===== src/rtl/clock_display_mux_if.sv =====
// ---------------------------------------------------------------------------
// clock_display_mux_if
//   Bundles the digit-counter inputs and the seven-segment outputs of the
//   clock display multiplexer.
//   master : the counter side / environment (drives digits, strobes, enable,
//            observes the display lines).
//   slave  : the display multiplexer itself.
//   Signals:
//     sec_pulse   one-cycle strobe per second (separator phase toggle)
//     display_en  global anode enable
//     hour_tens .. sec_ones  4-bit BCD digits
//     an [7:0]    active-low anodes, an[0] = rightmost digit
//     seg[6:0]    active-low cathodes {g,f,e,d,c,b,a}
//     dp          active-low decimal point
// ---------------------------------------------------------------------------
interface clock_display_mux_if;
  logic       sec_pulse;
  logic       display_en;
  logic [3:0] hour_tens;
  logic [3:0] hour_ones;
  logic [3:0] min_tens;
  logic [3:0] min_ones;
  logic [3:0] sec_tens;
  logic [3:0] sec_ones;
  logic [7:0] an;
  logic [6:0] seg;
  logic       dp;

  modport master (
    output sec_pulse, display_en,
    output hour_tens, hour_ones, min_tens, min_ones, sec_tens, sec_ones,
    input  an, seg, dp
  );

  modport slave (
    input  sec_pulse, display_en,
    input  hour_tens, hour_ones, min_tens, min_ones, sec_tens, sec_ones,
    output an, seg, dp
  );
endinterface


===== src/rtl/clock_display_mux.sv =====
// ---------------------------------------------------------------------------
// clock_display_mux
//   Time-multiplexed 8-digit common-anode seven-segment driver for an
//   HH.MM.SS clock. All six digits are snapshotted once per frame so a frame
//   never mixes pre- and post-carry values. Each digit slot starts with
//   BLANK_CYCLES of all-anodes-off to suppress ghosting. Separators (dp on
//   slots 2 and 4) blink with a phase bit toggled by sec_pulse.
//   Ports:
//     clk      system clock, rising edge
//     reset_n  asynchronous active-low reset
//     bus      clock_display_mux_if.slave (digits, strobes, an/seg/dp)
//   Parameters:
//     REFRESH_DIV   clk cycles per digit slot (2 .. 2^20)
//     BLANK_CYCLES  blanked cycles at the start of each slot (< REFRESH_DIV)
//   Optional feature macro:
//     LEADING_ZERO_BLANK_EN  when defined, a zero hour_tens digit is blanked.
// ---------------------------------------------------------------------------
module clock_display_mux #(
  parameter int REFRESH_DIV  = 100000,
  parameter int BLANK_CYCLES = 16
) (
  input logic                 clk,
  input logic                 reset_n,
  clock_display_mux_if.slave  bus
);

  localparam int CNT_W = (REFRESH_DIV > 2) ? $clog2(REFRESH_DIV) : 1;
  localparam logic [CNT_W-1:0] CNT_LAST  = CNT_W'(REFRESH_DIV - 1);
  localparam logic [CNT_W-1:0] BLANK_LIM = CNT_W'(BLANK_CYCLES);

  // Active-low segment pattern {g,f,e,d,c,b,a}; non-BCD codes show a dash.
  function automatic logic [6:0] seg_decode(input logic [3:0] digit);
    logic [6:0] pat;
    case (digit)
      4'd0:    pat = 7'b1000000;
      4'd1:    pat = 7'b1111001;
      4'd2:    pat = 7'b0100100;
      4'd3:    pat = 7'b0110000;
      4'd4:    pat = 7'b0011001;
      4'd5:    pat = 7'b0010010;
      4'd6:    pat = 7'b0000010;
      4'd7:    pat = 7'b1111000;
      4'd8:    pat = 7'b0000000;
      4'd9:    pat = 7'b0010000;
      default: pat = 7'b0111111;
    endcase
    return pat;
  endfunction

  logic [CNT_W-1:0] cnt_q, cnt_d;
  logic [2:0]       idx_q, idx_d;
  logic [5:0][3:0]  snap_q, snap_d;   // [0]=sec_ones .. [5]=hour_tens
  logic             ph_q, ph_d;
  logic [7:0]       an_q, an_d;
  logic [6:0]       seg_q, seg_d;
  logic             dp_q, dp_d;

  logic             slot_end_s;
  logic [3:0]       digit_s;
  logic             digit_valid_s;
  logic             an_on_s;

  // Slot/scan counters, frame snapshot and separator phase next-state.
  always_comb begin
    slot_end_s = (cnt_q == CNT_LAST);
    if (slot_end_s) begin
      cnt_d = '0;
      idx_d = idx_q + 3'd1;
    end else begin
      cnt_d = cnt_q + CNT_W'(1);
      idx_d = idx_q;
    end
    // Load on the last cycle of slot 7 so the new values open the next frame.
    if (slot_end_s && (idx_q == 3'd7)) begin
      snap_d = {bus.hour_tens, bus.hour_ones, bus.min_tens,
                bus.min_ones,  bus.sec_tens,  bus.sec_ones};
    end else begin
      snap_d = snap_q;
    end
    ph_d = ph_q ^ bus.sec_pulse;
  end

  // Digit selection and output next-state (registered one cycle later).
  always_comb begin
    case (idx_q)
      3'd0:    digit_s = snap_q[0];
      3'd1:    digit_s = snap_q[1];
      3'd2:    digit_s = snap_q[2];
      3'd3:    digit_s = snap_q[3];
      3'd4:    digit_s = snap_q[4];
      3'd5:    digit_s = snap_q[5];
      default: digit_s = 4'd0;
    endcase
    digit_valid_s = (idx_q <= 3'd5);
`ifdef LEADING_ZERO_BLANK_EN
    if ((idx_q == 3'd5) && (snap_q[5] == 4'd0)) begin
      digit_valid_s = 1'b0;
    end else begin
      digit_valid_s = (idx_q <= 3'd5);
    end
`endif
    an_on_s = bus.display_en && (cnt_q >= BLANK_LIM) && digit_valid_s;
    if (an_on_s) begin
      an_d = ~(8'h01 << idx_q);
    end else begin
      an_d = 8'hFF;
    end
    if (digit_valid_s) begin
      seg_d = seg_decode(digit_s);
    end else begin
      seg_d = 7'h7F;
    end
    dp_d = ~(an_on_s && ((idx_q == 3'd2) || (idx_q == 3'd4)) && ph_q);
  end

  // State and output registers.
  always_ff @(posedge clk or negedge reset_n) begin
    if (!reset_n) begin
      cnt_q  <= '0;
      idx_q  <= 3'd0;
      snap_q <= '0;
      ph_q   <= 1'b0;
      an_q   <= 8'hFF;
      seg_q  <= 7'h7F;
      dp_q   <= 1'b1;
    end else begin
      cnt_q  <= cnt_d;
      idx_q  <= idx_d;
      snap_q <= snap_d;
      ph_q   <= ph_d;
      an_q   <= an_d;
      seg_q  <= seg_d;
      dp_q   <= dp_d;
    end
  end

  assign bus.an  = an_q;
  assign bus.seg = seg_q;
  assign bus.dp  = dp_q;

endmodule


===== src/flat_wrapper.sv =====
// flat-port wrapper written by rule: the top's interface ports become plain ports
module clock_display_mux_flat 
#(
  parameter int REFRESH_DIV  = 100000,
  parameter int BLANK_CYCLES = 16
)
  (clk, reset_n, bus_sec_pulse, bus_display_en, bus_hour_tens, bus_hour_ones, bus_min_tens, bus_min_ones, bus_sec_tens, bus_sec_ones, bus_an, bus_seg, bus_dp);
  clock_display_mux_if bus_i ();
  input logic clk;
  input logic reset_n;
  input wire logic [$bits(bus_i.sec_pulse)-1:0] bus_sec_pulse;
  input wire logic [$bits(bus_i.display_en)-1:0] bus_display_en;
  input wire logic [$bits(bus_i.hour_tens)-1:0] bus_hour_tens;
  input wire logic [$bits(bus_i.hour_ones)-1:0] bus_hour_ones;
  input wire logic [$bits(bus_i.min_tens)-1:0] bus_min_tens;
  input wire logic [$bits(bus_i.min_ones)-1:0] bus_min_ones;
  input wire logic [$bits(bus_i.sec_tens)-1:0] bus_sec_tens;
  input wire logic [$bits(bus_i.sec_ones)-1:0] bus_sec_ones;
  output wire logic [$bits(bus_i.an)-1:0] bus_an;
  output wire logic [$bits(bus_i.seg)-1:0] bus_seg;
  output wire logic [$bits(bus_i.dp)-1:0] bus_dp;
  assign bus_i.sec_pulse = bus_sec_pulse;
  assign bus_i.display_en = bus_display_en;
  assign bus_i.hour_tens = bus_hour_tens;
  assign bus_i.hour_ones = bus_hour_ones;
  assign bus_i.min_tens = bus_min_tens;
  assign bus_i.min_ones = bus_min_ones;
  assign bus_i.sec_tens = bus_sec_tens;
  assign bus_i.sec_ones = bus_sec_ones;
  assign bus_an = bus_i.an;
  assign bus_seg = bus_i.seg;
  assign bus_dp = bus_i.dp;
  clock_display_mux #(.REFRESH_DIV(REFRESH_DIV), .BLANK_CYCLES(BLANK_CYCLES)) u_core (.clk(clk), .reset_n(reset_n), .bus(bus_i));
endmodule

===== config.mk =====
export PLATFORM = sky130hd
export DESIGN_NAME = clock_display_mux_flat
export DESIGN_NICKNAME = d
export VERILOG_FILES = /design/src/rtl/clock_display_mux_if.sv /design/src/rtl/clock_display_mux.sv /design/src/flat_wrapper.sv
export SDC_FILE = /design/constraint.sdc
export NUM_CORES = 1
export LEC_CHECK = 0
export CAP_MARGIN = 10
export CORE_ASPECT_RATIO = 0.7
export CORE_MARGIN = 1.5
export CORE_UTILIZATION = 50
export CTS_BUF_LIST = sky130_fd_sc_hd__clkbuf_16
export CTS_CLUSTER_SIZE = 30
export DETAILED_ROUTE_END_ITERATION = 10
export PLACE_DENSITY = 0.75
export SKIP_CTS_REPAIR_TIMING = 1
export SYNTH_ARGS = -nofsm -noshare
export SYNTH_HDL_FRONTEND = slang
export SYNTH_SLANG_ARGS = --single-unit

===== constraint.sdc =====
create_clock -name clk -period 3.37 [get_ports clk]
set_input_delay 0.337 -clock clk [delete_from_list [all_inputs] [get_ports clk]]
set_output_delay 0.337 -clock clk [all_outputs]
set_load 0.05 [all_outputs]

==> run_results.csv, run 1 <==
group,metric,value,unit
route,wl_per_cell,16.0,um
clocking,clock-sinks,61,
power_and_ir_drop,pwr-share-clk,49.9,%
global_routing,grt_overflow,0,
die,coreArea,5400,um^2
sta,fin_ws,0.647,ns
synthesis,ys_top_cells_by_area,"dfrtp_1, dfstp_2, mux2_4, ha_1, mux2_2",
global_routing,grt_max_degree,50,
sta,layout_min_cycle_time,2.72,ns
die,die_w,93.9,um
route,detail_route.first_pass.iterations,4,
clocking,cts_buffer_depth,2,
power_and_ir_drop,vdd_ir_drop_max,0.000309,V
synthesis,netlist_area,2890,um^2
worst_setup_path,crit_arrival,2.97,ns
synthesis,yosysSeqAreaShare,53.5,%
global_routing,met2_usage,30.3,%
clocking,clk_latency,0.32,ns
die,dieArea,6250,um^2
route,wl,5700,um
placed_design,detailed_place_hpwl,3990,um
synthesis,yosysMostFrequentCell,"dfrtp_1",
cells_and_area,area_delta_synth_final,27.5,%
flow_run,maxCapViolCount,0,
synthesis,synth_edf_count,0,
clocking,ctsHtreeMaxLevel,3,
placed_design,dpl_worst_slack,0.683,ns
power_and_ir_drop,power_switching,0.386,mW
sta,min_period_over_period,80.8,%
power_and_ir_drop,power_frac_comb,8.0,%
sta,drv_slew,0,
power_and_ir_drop,p_int,1.48,mW
worst_setup_path,critPathRequiredTime,3.61,ns
sta,fin_skew,0.00554,ns
synthesis,synth_cells,229,
route,drc_errors,0,
die,io-pin-count,44,
synthesis,synth_ff_type,"dfrtp_1",
cells_and_area,diodes,0,
synthesis,async_reset_ff_share,100,%
synthesis,synth_seq_cells,61,
sta,setup_tns,0,ns
sta,finalSetupViolCount,0,
die,rows,22,
global_routing,grt_use_met3,7.53,%
synthesis,synth-warning-count,0,
sta,grt_setup_unrepaired,"no",
sta,finalHoldViolCount,0,
worst_hold_path,min-delay-path-class,"in -> async",
die,start_util,53.5,%
power_and_ir_drop,p_leak,1.69,nW
clocking,clk_pin_slew,0.05,ns
power_and_ir_drop,swShare,20.7,%
synthesis,avgSynthCellArea,12.6,um^2
global_routing,grt.total_usage,20.5,%
global_routing,busiest_layer,"met2",
worst_setup_path,cp-start-kind,"flip-flop",
route,vias_per_cell,5.31,
placed_design,place.gp.congestion,0.836,
clocking,cts_tree,"built",
route,vias,1892,
global_routing,grt_pass1_vias,1848,
clocking,cts_root_buf,"clkbuf_16",
sta,hold-worst-slack,0.211,ns
sta,maxSlewHeadroom,28.8,%
route,antenna_left,0,
worst_setup_path,worst_setup_path_end_kind,"flip-flop",
synthesis,netlist_top_cells_count,"dfrtp_1, mux2_4, nor2_1",
cells_and_area,drive_above_1_share,21.8,%
global_routing,grt_pass1_wl,9310,um
power_and_ir_drop,total_power,1.86,mW
sta,max_freq,0.367,GHz
cells_and_area,final_nets,320,
power_and_ir_drop,seqPwrFrac,42.2,%
global_routing,met1_usage,28.0,%
run_status,status,"finished clean",
power_and_ir_drop,cellPowerDensity,506,nW/um^2
placed_design,port_buffers,43,
die,die_height,66.6,um
route,drt_iter0_markers,134,
worst_setup_path,crit_type,"reg -> reg",
synthesis,yosysTopAreaCell,"dfrtp_1",
synthesis,syn_nets,270,
sta,tightest_slew,1.07,ns
clocking,cts_made_buffers,9,
worst_setup_path,crit_path_max_fanout,17,
global_routing,antenna_found_initial,0,
synthesis,synthDistinctLibCells,44,
synthesis,yosysTopAreaCellShare,39.0,%
==> cells in the final DEF (no fill, tap or decap), types with 6 or more instances in the layout <==
master and n:
clkbuf_16 9, clkdlybuf4s50_1 42, dfrtp_1 45, dfstp_2 16, ha_1 13, inv_1 10, mux2_2 8, mux2_4 20
nand2_1 17, nand3_1 7, nand4_1 6, nor2_1 19, xnor2_1 9, xor2_1 8
==> path summary, 6_finish.rpt <==
| check | start | to | slack, ns | cells past startpoint |
|---|---|---|---|---|
| worst max-delay path | u_core.idx_q[2]$_DFFE_PN0N_ | u_core.bus.seg[3]$_DFF_PN1_ | 0.65 | 7 |
| worst min-delay path | reset_n | u_core.snap_q[2]$_DFFE_PN0P_ | 0.21 | 1 |
| worst max register to register | u_core.idx_q[2]$_DFFE_PN0N_ | u_core.bus.seg[3]$_DFF_PN1_ | 0.65 | 7 |
| worst min register to register | u_core.cnt_q[6]$_DFF_PN0_ | u_core.cnt_q[6]$_DFF_PN0_ | 0.50 | 1 |
| max in group asynchronous | reset_n | u_core.cnt_q[1]$_DFF_PN0_ | 2.38 | 2 |
| min in group clk | u_core.cnt_q[6]$_DFF_PN0_ | u_core.cnt_q[6]$_DFF_PN0_ | 0.50 | 1 |
==> power groups by stage <==
| stage | combinational (mW) | sequential, mW | clock [mW] |
|---|---|---|---|
| CTS | 0.150 | 0.786 | 0.941 |
| global placement | 0.145 | 0.796 | 0 |
| floorplan | 0.0502 | 0.819 | 0 |
| finish | 0.148 | 0.786 | 0.929 |
| global route | 0.159 | 0.788 | 0.984 |
| detailed placement | 0.147 | 0.797 | 0 |
==> critical path, cell delays in order, from the launching register on <==
cell     delay [ns]
dfrtp_1        0.67
inv_1          0.17
ha_1           0.30
a221o_1        0.38
nor2_1         0.36
inv_1          0.13
ha_1           0.34
o31a_1         0.30
==> final cells by class <==
cell class	count	area, um^2
clock buffer	9	225
multi-input combinational	152	1260
tap	72	90.1
timing repair buffer	45	440
clock inverter	7	80.1
sequential	61	1550
inverter	10	37.5
fill	409	1710
==> cell families after synthesis <==
family	after synthesis	share of synthesized area, %
and+or+nand+nor	66	11.4
DFF	61	53.5
muxes	30	14.2
AOI/OAI and AO/OA	26	7.36
xor gates and xnor gates	17	5.15
buffers and inverters	16	2.73
adders and majority gates	13	5.63
==> sequential cells by signal (all words and copies together) (netlist names) <==
signal / count
u_core.ph_q: 1
u_core.bus.dp: 1
u_core.bus.seg: 7
u_core.bus.an: 8
u_core.cnt_q: 17
u_core.snap_q: 24
u_core.idx_q: 3
==> metal layers <==
layer	part of all wire, %	up-vias	wire [um]
li1	-	905	-
met1	50	926	2880
met2	43	55	2480
met3	5.0	6	288
met4	1.0	0	59
met5	0	-	0
==> per-stage QoR <==
| stage | cells | utilization, % | area (um^2) |
|---|---|---|---|
| floorplan | 229 | - | 2890 |
| global placement | 340 | 62.6 | 3380 |
| detailed placement | 340 | 62.6 | 3380 |
| CTS | 356 | 68.3 | 3680 |
| global route | 356 | 68.3 | 3680 |
| finish | 356 | 68.3 | 3680 |
(Power assumes the default switching activity.)
==> run 2: changes to the inputs <==
Clock period 3.37 ns to 2.6 ns, I/O delays scaled along.
==> run 2 against run 1 <==
Clock skew rose by 0.00066 ns. Flip-flop and latch count unchanged. Total power is 26% higher. The run now ends with negative hold slack left. Cell count grew 1.4%. Core utilization increased by 0.44 points. First-iteration DRC count up 29%. Combinational power grew 30%.
==> run_results.csv, run 2 (synthesis gave the netlist of run 1 again) <==
group,metric,value,unit
clocking,ctsHtreeMaxLevel,3,
sta,finalSetupViolCount,0,
placed_design,place.gp.congestion,0.854,
sta,hold-worst-slack,-0.0271,ns
clocking,cts_made_buffers,9,
power_and_ir_drop,p_leak,1.70,nW
die,start_util,53.5,%
route,antenna_left,0,
sta,fin_ws,0.209,ns
sta,tightest_slew,0.684,ns
die,io-pin-count,44,
route,wl_per_cell,15.5,um
cells_and_area,fillCellCount,414,
die,die_height,66.6,um
die,rows,22,
global_routing,antenna_found_initial,0,
power_and_ir_drop,cellPowerDensity,634,nW/um^2
flow_run,maxCapViolCount,0,
placed_design,detailed_place_hpwl,4020,um
cells_and_area,layout_common_cells,"dfrtp_1, clkdlybuf4s50_1, mux2_4",
sta,finalHoldViolCount,30,
sta,drv_slew,0,
global_routing,met2_usage,28.4,%
sta,setup_tns,0,ns
sta,maxSlewHeadroom,54.4,%
power_and_ir_drop,swShare,22.2,%
cells_and_area,fin_util,68.7,%
route,drt_iter0_markers,173,
worst_setup_path,worst_setup_path_end_kind,"flip-flop",
power_and_ir_drop,pwr-share-clk,48.4,%
power_and_ir_drop,power_switching,0.522,mW
power_and_ir_drop,seqPwrFrac,43.4,%
cells_and_area,diodes,0,
worst_hold_path,min-delay-path-class,"in -> async",
clocking,cts_root_buf,"clkbuf_16",
worst_setup_path,critPathRequiredTime,2.85,ns
power_and_ir_drop,p_int,1.83,mW
placed_design,dpl_worst_slack,0.257,ns
worst_setup_path,cp-start-kind,"flip-flop",
global_routing,grt_use_met3,8.68,%
global_routing,grt_overflow,0,
global_routing,grt.total_usage,20.6,%
clocking,cts_tree,"built",
cells_and_area,layout_commonest_cell,"dfrtp_1",
cells_and_area,regMostFlops,"u_core.snap_q",
clocking,clock-sinks,61,
cells_and_area,largest_reg_flops,24,
route,wl,5610,um
global_routing,busiest_layer,"met1",
cells_and_area,drive_above_1_share,24.2,%
clocking,cts_buffer_depth,2,
clocking,clk_pin_slew,0.05,ns
power_and_ir_drop,power_frac_comb,8.2,%
sta,layout_min_cycle_time,2.39,ns
worst_setup_path,crit_arrival,2.64,ns
worst_setup_path,crit_path_max_fanout,7,
sta,min_period_over_period,92.0,%
global_routing,grt_pass1_wl,9310,um
cells_and_area,stdcell_count,361,
cells_and_area,final_nets,325,
route,vias_per_cell,5.26,
placed_design,port_buffers,43,
sta,max_freq,0.418,GHz
run_status,status,"complete, but fails checks",
route,drc_errors,0,
power_and_ir_drop,vdd_ir_drop_max,0.000307,V
global_routing,met1_usage,29.2,%
route,vias,1899,
placed_design,place_inst,345,
sta,grt_setup_unrepaired,"no",
sta,fin_skew,0.00620,ns
run_status,violations,"negative hold slack",
die,dieArea,6250,um^2
global_routing,grt_max_degree,33,
die,coreArea,5400,um^2
route,detail_route.first_pass.iterations,4,
cells_and_area,area_delta_synth_final,28.3,%
die,die_w,93.9,um
global_routing,grt_pass1_vias,1904,
clocking,clk_latency,0.32,ns
worst_setup_path,crit_type,"reg -> reg",
==> run 2: changes by cell type in the layout (fill, tap and decap cells not counted) <==
cell / delta
clkinvlp_4: +3
clkinv_2: +1
bufinv_16: -1
clkinv_1: -3
buf_4: +5
==> run 2: power by group through the flow <==
stage               logic, mW  registers [mW]  clock network, mW
global placement        0.192            1.03                  0
global route            0.208            1.02               1.21
finish                  0.193            1.02               1.14
detailed placement      0.194            1.03                  0
floorplan              0.0651            1.06                  0
CTS                     0.195            1.02               1.16
==> run 2: area by class of cell <==
type	count	area (um^2)	area share [%]
well taps	72	90.1	2.43
flip-flops and latches	61	1550	41.7
clock inverters	7	66.3	1.79
repair buffers	50	478	12.9
clock buffers	9	225	6.07
multi-input cells	152	1260	34.1
inverters	10	37.5	1.01
==> run 2: metrics by stage <==
| stage | total power, mW | hold slack [ns] | instance area, um^2 |
|---|---|---|---|
| detailed placement | 1.23 | 0.335 | 3420 |
| finish | 2.35 | -0.0271 | 3710 |
| floorplan | 1.13 | -0.0356 | 2890 |
| CTS | 2.37 | -0.0152 | 3710 |
| global route | 2.43 | 0.0215 | 3710 |
| global placement | 1.22 | 0.335 | 3420 |
==> run 2: path summary, 6_finish.rpt <==
kind	from	to	slack [ns]	cells past startpoint
worst max-delay path	u_core.idx_q[0]$_DFFE_PN0N_	u_core.bus.seg[3]$_DFF_PN1_	0.21	8
worst min-delay path	reset_n	u_core.snap_q[6]$_DFFE_PN0P_	-0.03	1
worst max register to register	u_core.idx_q[0]$_DFFE_PN0N_	u_core.bus.seg[3]$_DFF_PN1_	0.21	8
worst min register to register	u_core.ph_q$_DFF_PN0_	u_core.ph_q$_DFF_PN0_	0.50	1
max in group asynchronous	reset_n	u_core.bus.an[4]$_DFF_PN1_	1.88	2
min in group clk	u_core.ph_q$_DFF_PN0_	u_core.ph_q$_DFF_PN0_	0.50	1
==> run 2: per-layer routing <==
metal	vias up	part of all wire, %
li1	916	-
met1	911	50
met2	64	42
met3	8	6.4
met4	0	1.2
met5	-	0
==> run 2: critical path, cell delays in order, from the launching register on <==
cell	delay (ns)
dfrtp_1	0.37
inv_1	0.12
ha_1	0.31
and2_1	0.22
a221o_1	0.31
nor2_1	0.24
inv_1	0.11
ha_1	0.33
o31a_1	0.30
==> run 3: changes to the inputs <==
Settings changed: CAP_MARGIN 10 to default, PLACE_DENSITY 0.75 to 0.82.
==> run 3 against run 2 <==
Clock power is 6% higher. Fmax increased by 2.2%. Critical path depth unchanged. The flow now finishes without violations. Cell count up 0.28%. Global-route usage up 1.0 points. Register-to-register slack better by 0.05 ns. Flip-flop and latch count is the same. Via count grew 1.7%. Worst setup slack improved by 0.051 ns. Sequential power is essentially flat. Die area stayed put. Routed wire length rose by 4.9%.
==> run_results.csv, run 3 (synthesis gave the netlist of run 1 again) <==
group,metric,value,unit
worst_setup_path,r2r-start,"u_core.idx_q[0]$_DFFE_PN0N_",
die,die_w,93.9,um
worst_setup_path,crit_arrival,2.59,ns
clocking,ctsHtreeMaxLevel,3,
sta,min_period_over_period,90.0,%
worst_setup_path,crit_family,"adder cells",
cells_and_area,area_delta_synth_final,29.3,%
route,drt_iter0_markers,139,
cells_and_area,fin_util,69.2,%
global_routing,grt_overflow,0,
power_and_ir_drop,total_power,2.44,mW
worst_setup_path,crit_type,"reg -> reg",
die,coreArea,5400,um^2
sta,max_freq,0.427,GHz
die,rows,22,
worst_setup_path,crit_path_max_fanout,7,
clocking,cts_buffer_depth,2,
global_routing,grt_pass1_vias,1890,
worst_setup_path,r2r_setup_slack,0.26,ns
cells_and_area,drive_above_1_share,23.8,%
sta,fin_skew,0.00723,ns
worst_setup_path,critPathRequiredTime,2.85,ns
worst_setup_path,cp_cell_sequence,"inv_1 > ha_1 > and2_1 > a221o_1 > nor2_2 > inv_1 > ha_1 > o31a_1",
sta,grt_setup_unrepaired,"no",
sta,drv_slew,0,
worst_setup_path,r2r_cells,8,
global_routing,grt.total_usage,21.6,%
global_routing,busiest_layer,"met2",
sta,finalHoldViolCount,0,
worst_setup_path,r2r-end,"u_core.bus.seg[3]$_DFF_PN1_",
cells_and_area,layout_common_cells,"dfrtp_1, clkdlybuf4s50_1, mux2_4",
power_and_ir_drop,vdd_ir_drop_max,0.000338,V
clocking,clk_latency,0.33,ns
worst_setup_path,cp-start-kind,"flip-flop",
route,vias,1932,
cells_and_area,layout_commonest_cell,"dfrtp_1",
clocking,cts_made_buffers,9,
global_routing,grt_max_degree,34,
run_status,status,"finished clean",
die,die_height,66.6,um
die,start_util,53.5,%
placed_design,detailed_place_hpwl,4190,um
placed_design,place.gp.congestion,0.880,
route,antenna_left,0,
worst_setup_path,slowest_delay,0.37,ns
global_routing,grt_use_met3,8.90,%
power_and_ir_drop,p_leak,1.72,nW
worst_setup_path,worst_setup_path_end_kind,"flip-flop",
worst_hold_path,min-delay-path-class,"in -> async",
flow_run,maxCapViolCount,0,
route,wl,5880,um
sta,layout_min_cycle_time,2.34,ns
power_and_ir_drop,cellPowerDensity,652,nW/um^2
global_routing,antenna_found_initial,0,
sta,setup_tns,0,ns
placed_design,port_buffers,43,
route,drc_errors,0,
die,dieArea,6250,um^2
worst_setup_path,cpMaxStageDelayCell,"dfrtp_1",
clocking,clock-sinks,61,
global_routing,met1_usage,29.9,%
global_routing,grt_pass1_wl,9810,um
clocking,cts_tree,"built",
cells_and_area,fillCellCount,416,
sta,finalSetupViolCount,0,
clocking,clk_pin_slew,0.05,ns
cells_and_area,regMostFlops,"u_core.snap_q",
sta,tightest_slew,0.767,ns
die,io-pin-count,44,
cells_and_area,largest_reg_flops,24,
route,wl_per_cell,16.2,um
cells_and_area,diodes,0,
route,vias_per_cell,5.34,
cells_and_area,final_nets,326,
global_routing,met2_usage,31.5,%
route,detail_route.first_pass.iterations,4,
clocking,cts_root_buf,"clkbuf_16",
sta,maxSlewHeadroom,48.5,%
worst_setup_path,path_buf_inv,2,
run 3: cell count changes in the layout (fill, tap and decap cells not counted), sizes merged:
cell | previous run | this run
clkinvlp | 3 | 0
bufinv | 1 | 2
clkinv | 3 | 4
dlygate4sd3 | 0 | 1
inv | 10 | 11
run 3: through the flow:
stage | setup slack [ns] | area [um^2] | std cells | hold slack (ns)
4_1_cts | 0.170 | 3710 | 359 | -0.0382
3_3_place_gp | 0.327 | 3400 | 343 | 0.292
3_5_place_dp | 0.218 | 3400 | 343 | 0.296
6_report | 0.260 | 3730 | 362 | 0.488
2_1_floorplan | 0.205 | 2890 | 229 | -0.0356
5_1_grt | 0.0948 | 3730 | 362 | 0.518
run 3: metal layers:
layer | part of all wire [%] | vias to the layer above
li1 | - | 921
met1 | 50 | 946
met2 | 43 | 59
met3 | 5.7 | 6
met4 | 0.97 | 0
met5 | 0 | -
run 3: area by class of cell:
| type | count | area, um^2 | area share, % |
|---|---|---|---|
| Clock buffer | 9 | 225 | 6.03 |
| Tap cell | 72 | 90.1 | 2.41 |
| Inverter | 10 | 37.5 | 1.01 |
| Timing Repair Buffer | 51 | 488 | 13.1 |
| Multi-Input combinational cell | 152 | 1270 | 33.9 |
| Clock inverter | 7 | 81.3 | 2.18 |
| Sequential cell | 61 | 1550 | 41.4 |
run 3: worst max path at each step:
stage	from	end	slack (ns)	cells past startpoint
6_report	u_core.idx_q[0]$_DFFE_PN0N_	u_core.bus.seg[3]$_DFF_PN1_	0.26	8
5_1_grt	u_core.idx_q[0]$_DFFE_PN0N_	u_core.bus.seg[0]$_DFF_PN1_	0.09	9
4_1_cts	u_core.idx_q[0]$_DFFE_PN0N_	u_core.bus.seg[0]$_DFF_PN1_	0.17	7
3_5_place_dp	u_core.idx_q[0]$_DFFE_PN0N_	u_core.bus.seg[3]$_DFF_PN1_	0.22	8
3_3_place_gp	u_core.idx_q[1]$_DFFE_PN0N_	u_core.bus.seg[0]$_DFF_PN1_	0.33	7
2_1_floorplan	u_core.idx_q[2]$_DFFE_PN0N_	u_core.bus.seg[3]$_DFF_PN1_	0.20	9
run 3: tightest hold or removal path: stages:
cell and delay [ns]:
dlygate4sd3_1 0.52, buf_2 0.11, buf_4 0.33
run 3: power by group:
part	leakage, nW	internal [mW]	switching, mW
registers	0.725	0.996	0.0264
logic	0.843	0.102	0.0967
clock network	0.155	0.823	0.392
